<file path="src/rtl/opcode_decode_pipe_pkg.sv">
// opcode_decode_pipe_pkg: shared ALU op indices, decode modes and width check
package opcode_decode_pipe_pkg;
  typedef enum logic [2:0] {
    OP_NOP, OP_1, OP_2, OP_3, OP_4, OP_5, OP_6, OP_ILLEGAL
  } alu_op_e;
  localparam int MODE_STRICT = 0;
  localparam int MODE_PRIORITY = 1;
  function automatic bit opselw_ok(input int opw, input int opselw);
    return (1 << opselw) >= opw + 2;
  endfunction
endpackage

</file>
<file path="src/rtl/opcode_decode_pipe_onehot_op_decode.sv">
// onehot_op_decode: combinational one-hot opcode to operation index map
module onehot_op_decode
  import opcode_decode_pipe_pkg::*;
#(
  parameter int OPW = 6,
  parameter int OPSELW = 3,
  parameter int PRIORITY = MODE_STRICT
) (
  input  logic [OPW-1:0]    opcode,
  output logic [OPSELW-1:0] op,
  output logic              illegal
);
  logic [OPSELW-1:0] hi;
  logic multi;
  always_comb begin
    hi = OPSELW'(OP_NOP);
    for (int k = 0; k < OPW; k++) if (opcode[k]) hi = OPSELW'(OPW - k);
    multi = |(opcode & (opcode - OPW'(1)));
    illegal = (PRIORITY == MODE_PRIORITY) ? 1'b0 : multi;
    op = illegal ? '1 : hi;
  end
endmodule

</file>
<file path="src/rtl/opcode_decode_pipe.sv">
// opcode_decode_pipe: registered one-hot opcode decoder with handshake and illegal counter
module opcode_decode_pipe
  import opcode_decode_pipe_pkg::*;
#(
  parameter int OPW = 6,
  parameter int OPSELW = 3,
  parameter int PRIORITY = MODE_STRICT,
  parameter int CNTW = 8
) (
  input  logic              clk,
  input  logic              rst,
  input  logic              in_valid,
  output logic              in_ready,
  input  logic [OPW-1:0]    in_opcode,
  output logic              out_valid,
  input  logic              out_ready,
  output logic [OPSELW-1:0] out_op,
  output logic              out_illegal,
  input  logic              cnt_clr,
  output logic [CNTW-1:0]   ill_cnt,
  output logic              ill_sticky
);
  if (OPW < 2 || !opselw_ok(OPW, OPSELW)) begin : g_bad_params
    $error("opcode_decode_pipe: need OPW>=2 and 2**OPSELW >= OPW+2");
  end
  logic [OPSELW-1:0] dec_op;
  logic dec_ill;
  logic acc;
  onehot_op_decode #(.OPW(OPW), .OPSELW(OPSELW), .PRIORITY(PRIORITY)) u_dec (
    .opcode(in_opcode),
    .op(dec_op),
    .illegal(dec_ill)
  );
  assign in_ready = !rst && (!out_valid || out_ready);
  assign acc = in_valid && in_ready;
  always_ff @(posedge clk) begin
    if (rst) begin
      out_valid <= 1'b0;
      out_op <= '0;
      out_illegal <= 1'b0;
      ill_cnt <= '0;
      ill_sticky <= 1'b0;
    end else begin
      if (acc) begin
        out_valid <= 1'b1;
        out_op <= dec_op;
        out_illegal <= dec_ill;
      end else if (out_ready) begin
        out_valid <= 1'b0;
      end
      // clear wins over a simultaneous illegal accept
      if (cnt_clr) begin
        ill_cnt <= '0;
        ill_sticky <= 1'b0;
      end else if (acc && dec_ill) begin
        ill_cnt <= ill_cnt + CNTW'(ill_cnt != '1);
        ill_sticky <= 1'b1;
      end
    end
  end
endmodule

</file>
<file path="config.mk">
export PLATFORM = sky130hd
export DESIGN_NAME = opcode_decode_pipe
export DESIGN_NICKNAME = d
export VERILOG_FILES = /design/src/rtl/opcode_decode_pipe_pkg.sv /design/src/rtl/opcode_decode_pipe_onehot_op_decode.sv /design/src/rtl/opcode_decode_pipe.sv
export SDC_FILE = /design/constraint.sdc
export NUM_CORES = 1
export LEC_CHECK = 0
export CAP_MARGIN = 20
export CORE_MARGIN = 4
export CORE_UTILIZATION = 59
export DETAILED_ROUTE_END_ITERATION = 10
export DONT_BUFFER_PORTS = 1
export HOLD_SLACK_MARGIN = 0.1
export PLACE_DENSITY = 0.79
export SETUP_SLACK_MARGIN = 0.15
export SLEW_MARGIN = 20
export SYNTH_ARGS = -nofsm -noshare
export SYNTH_HDL_FRONTEND = slang
export SYNTH_SLANG_ARGS = --single-unit
</file>
<file path="constraint.sdc">
create_clock -name clk -period 2.08 [get_ports clk]
set_input_delay 0.104 -clock clk [delete_from_list [all_inputs] [get_ports clk]]
set_output_delay 0.104 -clock clk [all_outputs]
set_load 0.01 [all_outputs]
</file>
Word-level counts from Yosys, hierarchy flattened. Index checks and enable logic that the tools add are counted.

Latch bits: 0. Output and inout bits: 15. Memory bits (read-only): 0. Input port bits: 11. RAM bits: 0. Bits in registers: 14. Memories: 0. Word-level logic and storage cells: 27.

Mux-type cells: 9. Add/subtract/negate cells: 2. $lt $le $gt $ge: 0. Reductions and logical operators: 9. Multipliers: 0. Shift operators: 0. Eq/ne operators: 1. Bitwise gates (word level): 1. Div/mod/pow operators: 0.

Operators by type and width (number): two-way mux 3 bit (7); adder 8 x 1 -> 8 bit (1); != test 8 bit, second input constant (1); bitwise AND 6 bit (1); OR reduction 6 bit (1); subtractor 6 x 1 -> 6 bit, second input constant (1); logical AND 1 bit (3); logical NOT 1 bit (2); two-way mux 1 bit (2); nonzero test 2 bit (1); OR reduction 2 bit (1); logical OR 1 bit (1).

Logic depth before layout (Yosys ltp).
Depth after elaboration: 7. Depth in mapped cells: 7. Gate-level depth less buffers: 7.

Hierarchy. From an unflattened synthesis, not the netlist that was laid out.

Cell total of the unflattened synthesis: 90. Area total of the unflattened synthesis: 774.5 µm².

Modules (own cells, without submodules): opcode_decode_pipe (seq. area each 280.3 µm², area an instance 691.9 µm², cells an instance 77, instances 1); onehot_op_decode (seq. area each 0.0 µm², area an instance 82.6 µm², cells an instance 13, instances 1).

Worst setup path after synthesis. OpenSTA, ideal clock, no wires.

Kind: register to register. Start: register ill_cnt[5]. End: register ill_cnt[2]. Arrival time: 1528 ps. Buffers on the path: 0. Period minus slack after synthesis: 1600 ps. Path slack: 480 ps. Setup time: 72 ps. Stages on the path, launching flop included: 8. Data required time: 2008 ps. Cell sequence: dfxtp_1 and4_1 nand3_1 ha_1 ha_1 inv_1 nor4_2 mux2i_1.

Longest elaborated chain between the ends: 2.

Ends and longest elaborated chain: start, declared (RTL line opcode_decode_pipe.sv:20) `output logic [CNTW-1:0] ill_cnt,`; start signal, assigned (RTL line opcode_decode_pipe.sv:56) `ill_cnt <= ill_cnt + CNTW'(ill_cnt != '1);`; != test 8 bit (RTL line opcode_decode_pipe.sv:56); adder 8 x 1 -> 8 bit (RTL line opcode_decode_pipe.sv:56).

Every way passes these cells. A chain may end at the register's enable or synchronous reset.

Final worst setup path.
Start: register ill_cnt[4]. End: register ill_cnt[2].

The elaborated chain is that of the path after synthesis.

==> run summary <==
status: finished, final reports clean
met3 global-route usage: 0.0435
endpoint class of the critical path: register
endpoints failing setup: 0
P_sw: 0.129 mW
R2R Setup Slk: 0.32 ns
distinct cell type count after synthesis: 30
dpl cells: 104
pin count of the biggest net entering global routing: 15
end of the worst register-to-register path: ill_cnt[2]
area grow syn2layout: 11.1%
CP top delay family: simple AND/OR/NAND/NOR gates
maxcap violations: 0
share of post-route cells with drive strength above 1: 0.162
Worst Hold Path Cells: 4
leakage power: 0.310 nW
Hold Crit Class: primary input to register
Sw Ratio: 0.256
Die Span Y: 45.6 um
fin cells: 114
GRT Overall Usage: 0.203
WP buf/inv: 1
Net Count, Synth: 106
Final Cell Area: 926 sq um
Vias/cell: 6.50
Synth top area share: 0.336
DRT iter0 DRCs: 15
max-slew violation count: 0
clock-pin transition on the worst setup and hold timing paths: 0.08 ns
H-tree levels: 1
Seq pwr share: 0.568
synth warn: 0
slowest CP cell: dfxtp_1
critical path type: register to register
register area share after synthesis: 0.336
Core Footprint: 1320 sq um
Hold Path Sink: out_op[1]
Nets: 114
postcts setup bufs: 0
Pwr Total: 0.504 mW
die width: 45.6 um
Port Buffer Count: 0
pwr dens: 545 nW/um^2
initial antenna violation count: 0
crit start category: register
crit path time final: 1.76 ns
TritonRoute pass-1 iters: 4
Critical Path AT: 1.98 ns
# IOs: 26
Initial Util: 0.632
Post-DP HPWL: 1.28 mm
fin crit share: 0.848
Comb power frac: 0.130
clock share of power: 0.302
Worst Path Max Fanout: 5
Worst slew margin: 0.514
clock skew: 0.00851 ns
CTS sink cnt: 14
WL final: 1.87 mm
Post-route DRC: 0
CTS Buf Count: 3
R2R cell count: 7
gr ovfl total: 0
reg2reg start: ill_cnt[4]
global-route wire length before repair: 2.99 mm
post-synth top area cell: dfxtp_1
Internal: 0.375 mW
CP required: 2.30 ns
crit-path max cell delay: 0.38 ns
post-route ant nets: 0
CTS Buffer Depth: 2
site row count: 13
via count: 741
final setup TNS: 0 ns
Avg Cell Area, Syn: 8.96 sq um
placed inst area: 828 sq um
Cell Area, Synth: 833 sq um
crit-path cells: and4_1, nand3_1, ha_2, ha_1, inv_1, nor4_2, mux2i_1
M2 GR Usage: 0.368
number of antenna diodes: 0
vias in the first global route: 736
busiest layer in global routing: met2
WL/cell: 16.4 um
VDD IR max: 0.462 mV
gpl congestion: 0.888
Peak Freq: 0.567 GHz
top post-synthesis cells by area: dfxtp_1 34%, mux2i_1 11%, nor4_2 9.0%, nand2_1 5.9%, or3_1 5.3%
Worst Tran Pin Value: 0.727 ns
synthesized flop and latch total: 14
Die Area: 2080 sq um
unrepaired setup endpoints after global routing: false
Worst Hold Launch: in_opcode[4]
Syn Inst Count: 93
clock root cell: clkbuf_4
met1 global-route usage: 0.202
clk_lat worst skew: 0.28 ns
final count of hold timing violations: 0
CTS tree: built
-- power groups by stage --
stage | registers (mW) | clock network, mW | logic, mW
global placement | 0.293 | 0 | 0.0483
global route | 0.288 | 0.171 | 0.0726
CTS | 0.287 | 0.156 | 0.0652
floorplan | 0.292 | 0 | 0.0481
finish | 0.287 | 0.152 | 0.0655
detailed placement | 0.294 | 0 | 0.0507
-- cell usage after synthesis --
master and instances:
dfxtp_1 14, nand2_1 13, mux2i_1 9, nor2_1 7
or3_1 7, nor4_2 6, nand3_1 4, inv_1 3
o21ai_0 3, a211oi_1 2, a21oi_1 2, and3_1 2
clkbuf_1 2, ha_1 2, nor3_1 2, a221oi_1 1
and2_1 1, and4_1 1, buf_6 1, clkbuf_2 1
maj3_1 1, nand3b_1 1, nand4_1 1, nor2b_4 1
nor3_2 1, nor4_1 1, o21a_1 1, o311a_4 1
o41ai_1 1, or3b_4 1
-- cell usage in the layout (no fill, tap or decap) --
master         count
nand2_1           13
dfxtp_1           12
mux2i_1            9
nor2_1             7
or3_1              7
dlygate4sd3_1      7
nor4_2             6
nand3_1            4
inv_1              3
o21ai_0            3
clkbuf_4           3
and3_1             2
nor3_1             2
a211oi_1           2
a21oi_1            2
dfxtp_2            2
and4_1             1
nor2b_4            1
or3b_4             1
and2_1             1
o41ai_1            1
o311a_4            1
nor3_2             1
o21a_1             1
maj3_1             1
nor4_1             1
nand3b_1           1
a221oi_1           1
nand4_1            1
ha_2               1
ha_1               1
-- sequential cells by signal, indices dropped and copies added, names as in the netlist --
name	cells
ill_cnt	8
ill_sticky	1
out_illegal	1
out_op	3
out_valid	1
-- timing repair --
action | in CTS | in global routing
hold buffers | 7 | 0
setup endpoints to repair | 0 | 1
gates resized for setup | 0 | 3
endpoints found under the hold margin | 11 | 0
-- logic make-up (layout without fill, tap and decap cells) --
kind of cell	after synthesis	count (layout)	synth area share
adder cells (fa/ha/maj)	3	3	0.0420
AND/OR/NAND/NOR	49	49	0.368
multiplexers	9	9	0.108
flip-flops	14	14	0.336
buffers and inverters	7	13	0.0420
AO/OA/AOI/OAI	11	11	0.104
-- worst max path at each step --
stage,startpoint,end,slack (ns),depth (start not counted)
3_5_place_dp,ill_cnt[1],ill_cnt[2],0.32,7
6_report,ill_cnt[4],ill_cnt[2],0.32,7
4_1_cts,ill_cnt[4],ill_cnt[2],0.30,7
5_1_grt,ill_cnt[4],ill_cnt[2],0.18,7
2_1_floorplan,ill_cnt[5],ill_cnt[2],0.48,7
3_3_place_gp,ill_cnt[1],ill_cnt[2],0.42,7
-- cell type report --
cell class | count | area [sq um]
Inverter | 3 | 11.3
Clock buffer | 3 | 22.5
Fill cell | 105 | 392
Multi-Input combinational cell | 72 | 520
Tap cell | 15 | 18.8
Sequential cell | 14 | 283
Timing Repair Buffer | 7 | 70.1
-- through the flow --
| step | utilization | hold WS, ns | setup slack, ns |
|---|---|---|---|
| final | 0.703 | 0.101 | 0.316 |
| after global routing | 0.703 | 0.160 | 0.181 |
| after CTS | 0.699 | 0.104 | 0.303 |
| after detailed placement | 0.629 | 0.178 | 0.320 |
| after global placement | 0.629 | 0.176 | 0.418 |
| after floorplan | - | 0.225 | 0.480 |
-- worst register-to-register path: stages (launching register included) --
cell and delay, ns:
dfxtp_1 0.38, and4_1 0.25, nand3_1 0.10, ha_2 0.21
ha_1 0.20, inv_1 0.06, nor4_2 0.30, mux2i_1 0.20
-- metal layers --
layer  vias up  share of wire
met2        26           0.49
met1       350           0.41
li1        358              -
met4         0          0.032
met3         7          0.071
met5         -              0
Power figures use the tool's default switching activity.
